**config.mk**
```make
export PLATFORM = sky130hd
export DESIGN_NAME = sample_responder
export DESIGN_NICKNAME = d
export VERILOG_FILES = /design/src/rtl/sample_responder_pkg.sv /design/src/rtl/sample_fifo.sv /design/src/rtl/sample_responder.sv
export SDC_FILE = /design/constraint.sdc
export NUM_CORES = 1
export LEC_CHECK = 0
export CAP_MARGIN = 0
export CORE_AREA = 2 2 229 231
export CTS_BUF_LIST = sky130_fd_sc_hd__clkbuf_4 sky130_fd_sc_hd__clkbuf_8
export DETAILED_ROUTE_END_ITERATION = 10
export DIE_AREA = 0 0 231 233
export MAX_ROUTING_LAYER = met4
export PLACE_DENSITY = 0.67
export RECOVER_POWER = 100
export SYNTH_ARGS = -nofsm -noshare
export SYNTH_HDL_FRONTEND = slang
export SYNTH_HIERARCHICAL = 1
export SYNTH_SLANG_ARGS = --single-unit
```
**constraint.sdc**
```tcl
create_clock -name clk -period 8.3 [get_ports clk]
set_clock_uncertainty 0.05 [all_clocks]
set_input_delay 0.83 -clock clk [delete_from_list [all_inputs] [get_ports clk]]
set_output_delay 0.83 -clock clk [all_outputs]
set_load 0.005 [all_outputs]
```
**src/rtl/sample_responder_pkg.sv**
```systemverilog
// rtl/sample_responder_pkg.sv - shared handshake state encoding and default sizes
package sample_responder_pkg;

  localparam int DEF_DDWIDTH = 32;
  localparam int DEF_DEPTH   = 8;

  typedef enum logic {
    ST_IDLE  = 1'b0,
    ST_ACKED = 1'b1
  } hs_state_t;

endpackage

```
**src/rtl/sample_fifo.sv**
```systemverilog
// rtl/sample_fifo.sv - show-ahead pointer FIFO used for both sample channels
module sample_fifo #(
  parameter int DDWIDTH = 32,
  parameter int AWIDTH  = 3
) (
  input  logic               clk,
  input  logic               rst,
  input  logic               push,
  input  logic [0:DDWIDTH-1] push_data,
  input  logic               pop,
  output logic [0:DDWIDTH-1] head,
  output logic               full,
  output logic               empty,
  output logic [0:AWIDTH]    level
);

  localparam int DEPTH = 1 << AWIDTH;

  logic [0:DDWIDTH-1] mem [DEPTH];
  logic [AWIDTH:0]    wr_ptr;
  logic [AWIDTH:0]    rd_ptr;
  logic               do_push;
  logic               do_pop;

  // Extra pointer bit distinguishes full from empty when the indices match.
  assign level   = wr_ptr - rd_ptr;
  assign empty   = (wr_ptr == rd_ptr);
  assign full    = (wr_ptr[AWIDTH] != rd_ptr[AWIDTH]) &&
                   (wr_ptr[AWIDTH-1:0] == rd_ptr[AWIDTH-1:0]);
  assign do_push = push && !full;
  assign do_pop  = pop && !empty;
  assign head    = mem[rd_ptr[AWIDTH-1:0]];

  always_ff @(posedge clk or posedge rst) begin
    if (rst) begin
      wr_ptr <= '0;
      rd_ptr <= '0;
      for (int i = 0; i < DEPTH; i++) mem[i] <= '0;
    end else begin
      if (do_push) begin
        mem[wr_ptr[AWIDTH-1:0]] <= push_data;
        wr_ptr <= wr_ptr + 1'b1;
      end
      if (do_pop) rd_ptr <= rd_ptr + 1'b1;
    end
  end

endmodule

```
**src/rtl/sample_responder.sv**
```systemverilog
// rtl/sample_responder.sv - four-phase req/ack sample responder; SAMPLE_RESPONDER_STATS_EN adds counters
module sample_responder
  import sample_responder_pkg::*;
#(
  parameter int DDWIDTH = DEF_DDWIDTH,
  parameter int DEPTH   = DEF_DEPTH,
  parameter int AWIDTH  = $clog2(DEPTH)
) (
  input  logic               clk,
  input  logic               rst,
  input  logic               src_req,
  output logic               src_ack,
  output logic [0:DDWIDTH-1] src_data,
  input  logic               snk_req,
  output logic               snk_ack,
  input  logic [0:DDWIDTH-1] snk_data,
  input  logic               host_wr_en,
  input  logic [0:DDWIDTH-1] host_wr_data,
  output logic               host_full,
  input  logic               host_rd_en,
  output logic [0:DDWIDTH-1] host_rd_data,
  output logic               host_empty,
  output logic [0:AWIDTH]    src_level,
  output logic [0:AWIDTH]    snk_level
`ifdef SAMPLE_RESPONDER_STATS_EN
  ,
  output logic [31:0]        src_xfers,
  output logic [31:0]        snk_xfers,
  output logic [31:0]        stall_cycles
`endif
);

  hs_state_t          src_state, src_state_nxt;
  hs_state_t          snk_state, snk_state_nxt;
  logic               src_pop;
  logic               snk_push;
  logic               src_empty;
  logic               snk_full;
  logic [0:DDWIDTH-1] src_head;

  sample_fifo #(.DDWIDTH(DDWIDTH), .AWIDTH(AWIDTH)) u_src_fifo (
    .clk       (clk),
    .rst       (rst),
    .push      (host_wr_en),
    .push_data (host_wr_data),
    .pop       (src_pop),
    .head      (src_head),
    .full      (host_full),
    .empty     (src_empty),
    .level     (src_level)
  );

  sample_fifo #(.DDWIDTH(DDWIDTH), .AWIDTH(AWIDTH)) u_snk_fifo (
    .clk       (clk),
    .rst       (rst),
    .push      (snk_push),
    .push_data (snk_data),
    .pop       (host_rd_en),
    .head      (host_rd_data),
    .full      (snk_full),
    .empty     (host_empty),
    .level     (snk_level)
  );

  // Acks are pure state decodes so an async reset drops them without a clock edge.
  assign src_ack = (src_state == ST_ACKED);
  assign snk_ack = (snk_state == ST_ACKED);

  always_comb begin
    src_state_nxt = src_state;
    src_pop       = 1'b0;
    case (src_state)
      ST_IDLE: begin
        if (src_req && !src_empty) begin
          src_pop       = 1'b1;
          src_state_nxt = ST_ACKED;
        end
      end
      ST_ACKED: if (!src_req) src_state_nxt = ST_IDLE;
      default:  src_state_nxt = ST_IDLE;
    endcase
  end

  always_comb begin
    snk_state_nxt = snk_state;
    snk_push      = 1'b0;
    case (snk_state)
      ST_IDLE: begin
        if (snk_req && !snk_full) begin
          snk_push      = 1'b1;
          snk_state_nxt = ST_ACKED;
        end
      end
      ST_ACKED: if (!snk_req) snk_state_nxt = ST_IDLE;
      default:  snk_state_nxt = ST_IDLE;
    endcase
  end

  always_ff @(posedge clk or posedge rst) begin
    if (rst) begin
      src_state <= ST_IDLE;
      snk_state <= ST_IDLE;
      src_data  <= '0;
    end else begin
      src_state <= src_state_nxt;
      snk_state <= snk_state_nxt;
      if (src_pop) src_data <= src_head;
    end
  end

`ifdef SAMPLE_RESPONDER_STATS_EN
  logic stall;

  // One count per cycle even if both channels are blocked together.
  assign stall = (src_state == ST_IDLE && src_req && src_empty) ||
                 (snk_state == ST_IDLE && snk_req && snk_full);

  always_ff @(posedge clk or posedge rst) begin
    if (rst) begin
      src_xfers    <= '0;
      snk_xfers    <= '0;
      stall_cycles <= '0;
    end else begin
      if (src_pop)  src_xfers    <= src_xfers + 32'd1;
      if (snk_push) snk_xfers    <= snk_xfers + 32'd1;
      if (stall)    stall_cycles <= stall_cycles + 32'd1;
    end
  end
`endif

endmodule

```
==> impl_summary.txt <==
----------------------------------------------------
[Timing]
  Worst slew slack as a fraction of its limit ... -241%
  RSZ-0062 raised after global routing ... no
  Post-route clock period utilization ... 70.8%
  Setup Viol. Count Final ... 0
  Total negative slack for setup checks ... 0 ns
  Max-slew violation count ... 664
  Endpoints failing hold ... 0
  Transition time of the tightest slew-check pin ... 5.09 ns
  Fin Hold WS ... 0.433 ns
  Achievable Freq ... 170 MHz
  Post-layout minimum cycle time ... 5.88 ns

[Synthesis]
  Net count after synthesis ... 1718
  Number of instances in the synthesized netlist ... 1636
  FF+latch count, synth ... 562
  Post-synth EDFFs ... 0
  Top FF cell, synth ... dfrtp_1
  Unique masters post-synth ... 32
  Post-Syn Area ... 25400 um^2
  Synthesized area per cell ... 15.5 um^2
  Synth async-reset ratio ... 100%
  Sequential cell area fraction in the yosys report ... 55.4%
  Number of warnings printed during yosys synthesis ... 6

[Drt]
  Total number of vias ... 14200
  Routed length per instance ... 22.0 um
  Routed Wire Length ... 56.2 mm
  Starting DRT DRC Count ... 812
  DR vias/cell ... 5.55
  Final routed DRC violation total ... 0
  Detailed-routing iteration count for the pre-antenna-repair pass ... 7
  Antenna viol nets, final ... 0

[Layout]
  Final layout net count ... 1885
  Final standard cell area without fillers ... 29100 um^2
  Layout overhead on the synthesized area ... 14.6%
  Fraction of final layout cells with drive strength greater than 1 ... 42.5%

[Die]
  I/O pin cnt ... 146
  Site row count ... 83
  Height of the die ... 233 um
  Starting utilization of the core area ... 49.7%
  Area of the core ... 51100 um^2
  Die X-Extent ... 231 um
  Die Footprint ... 53800 um^2

[Worst hold path]
  Worst hold path type ... reg2reg

[Global routing]
  GRT busiest layer ... met2
  Overflow left after global routing ... 0
  Met1 track utilization from global routing ... 29.2%
  Number of antenna violations at the first check in global routing ... 7
  Pin count of the biggest net entering global routing ... 157
  GR Util All Layers ... 22.5%
  Met2 track demand over resource in global routing ... 35.5%
  Number of global-route vias before repair ... 15500
  Grt met3 use ... 4.64%
  Global-route wire length before repair ... 90.3 mm

[Pwr]
  Lkg Pwr ... 0.0128 uW
  Sequential cell fraction of total power ... 40.1%
  Switching power ... 3770 uW
  Clock Power Share ... 21.2%
  Net switching fraction of the power ... 30.9%
  Internal power contribution ... 8440 uW
  Power density of the placed cells ... 420 nW/um^2
  Worst vdd rail ir drop ... 0.220 mV
  Combinational Power Share ... 38.7%

[Critical path]
  Last element of the critical path ... u_snk_fifo/mem[23]$_DFFE_PP0P_
  Data arrival time of the worst path ... 6.38 ns
  Endpoint of the most critical register-to-register path ... u_snk_fifo/mem[23]$_DFFE_PP0P_
  Slack of the worst reg-to-reg path ... 2.42 ns
  Launching point of the worst reg2reg path ... u_snk_fifo/rd_ptr[2]$_DFFE_PP0P_
  Setup crit start ... u_snk_fifo/rd_ptr[2]$_DFFE_PP0P_
  Critical path endpoint category ... register
  Launching element type of the critical path ... register
  R2R cell count ... 11
  CP Data Required Time ... 8.80 ns
  Maximum net fanout on the critical path ... 34
  Kind of critical path ... reg2reg

[Placed design]
  Placed Instance Area ... 27400 um^2
  Final weighted congestion in routability-driven placement ... 0.737
  HPWL reported at the end of detailed placement ... 32.3 mm
  PortBufs ... 145

[Clock tree]
  Total clock buffers created by CTS ... 95
  Maximum level of the CTS H-tree ... 3
  Clock Path Buffers ... 3
  Clock transition at the registers of the reported paths ... 0.06 ns
  Number of sinks driven by the clock tree ... 562
  Library cell used as clock root buffer ... clkbuf_8
  Hold-fix buffers at CTS ... 0
  Number of setup buffers added after CTS ... 0
  Worst-skew pair later-pin latency ... 0.67 ns
  TritonCTS clock tree ... built
  Number of gates given a new drive strength after cts ... 0

[Run status]
  Failing checks ... max-capacitance violations, max-slew violations
  Status ... complete, but fails checks

[Flow run]
  Max-cap viol count ... 18

----------------------------------------------------
==> critical path, stage by stage, from the launching register on <==
cell	delay (ns)
dfrtp_1	0.38
clkinv_1	0.05
clkbuf_1	1.50
ha_1	0.52
nand3_1	0.15
nand2b_1	0.25
inv_1	0.14
nor3b_1	0.50
nand3_1	0.19
nor2_1	1.03
buf_4	0.56
mux2_2	0.39
==> per-layer routing <==
layer / up-vias / share of wire (%)
li1: 6267 / -
met1: 7586 / 44
met2: 269 / 49
met3: 79 / 4.5
met4: 0 / 2.2
met5: - / 0
==> flip-flops by register name (all words and copies together) (netlist names) <==
signal / count
u_snk_fifo/mem: 256
u_snk_fifo/rd_ptr: 4
snk_ack: 1
src_data: 32
u_src_fifo/mem: 256
src_ack: 1
u_src_fifo/wr_ptr: 4
u_snk_fifo/wr_ptr: 4
u_src_fifo/rd_ptr: 4
==> layout by cell type (no fill, tap or decap), types with 12 or more instances in the layout <==
cell type        instances
buf_4                   12
clkdlybuf4s50_1         70
mux4_2                 128
dfrtp_1                560
clkbuf_8               118
clkbuf_4                35
mux2_1                  68
dlygate4sd3_1           75
mux2_2                 479
xnor2_1                 14
nand2_1                196
inv_1                   19
==> power by group through the flow <==
stage	clock network, uW	registers [uW]	logic, uW
6_report	2580	4900	4720
5_1_grt	2790	5080	5150
4_1_cts	2660	4910	5040
3_5_place_dp	0	4950	5030
3_3_place_gp	0	4860	4910
2_1_floorplan	0	4590	3710
==> kinds of logic after synthesis <==
kind of cell | share of synthesized area (%)
buf+inv | 2.61
xor+xnor | 0.690
simple gates | 3.83
compound gates | 0.237
fa+ha+maj | 0.651
mux | 36.6
flops | 55.4
==> synthesized netlist by cell type (11+ instances only) <==
cell type | instances | area share (%)
buf_2 | 56 | 1.1
mux4_2 | 128 | 11
xnor2_1 | 14 | 0.48
nand2_1 | 196 | 2.9
mux2_2 | 479 | 21
inv_1 | 19 | 0.28
nand3_1 | 12 | 0.24
clkbuf_1 | 21 | 0.31
buf_1 | 11 | 0.16
dfrtp_1 | 562 | 55
mux2_4 | 60 | 3.5
==> per-stage QoR <==
step	utilization [%]	setup WS (ns)	std cells	power, uW
2_1_floorplan	-	0.151	1636	8300
3_3_place_gp	53.6	4.19	2386	9770
3_5_place_dp	53.6	4.06	2386	9980
4_1_cts	57.5	3.81	2549	12600
5_1_grt	56.9	1.96	2556	13000
6_report	56.9	2.42	2558	12200
==> worst min path at each step <==
stage	start	to	cells past startpoint
3_3_place_gp	u_snk_fifo/mem[63]$_DFFE_PP0P_	u_snk_fifo/mem[63]$_DFFE_PP0P_	1
5_1_grt	u_snk_fifo/mem[54]$_DFFE_PP0P_	u_snk_fifo/mem[54]$_DFFE_PP0P_	1
2_1_floorplan	u_snk_fifo/mem[63]$_DFFE_PP0P_	u_snk_fifo/mem[63]$_DFFE_PP0P_	1
4_1_cts	u_snk_fifo/mem[54]$_DFFE_PP0P_	u_snk_fifo/mem[54]$_DFFE_PP0P_	1
6_report	u_snk_fifo/mem[54]$_DFFE_PP0P_	u_snk_fifo/mem[54]$_DFFE_PP0P_	1
3_5_place_dp	u_snk_fifo/mem[54]$_DFFE_PP0P_	u_snk_fifo/mem[54]$_DFFE_PP0P_	1
==> cell type report <==
class,instances,area [um^2]
Clock buffer,153,1890
Tap cell,680,851
Fill cell,4136,22000
Clock inverter,10,124
Sequential cell,562,14100
Multi-Input combinational cell,952,10400
Antenna cell,9,22.5
Timing Repair Buffer,169,1590
Inverter,23,95.1
Note: power is estimated with default switching activity, not from simulation.
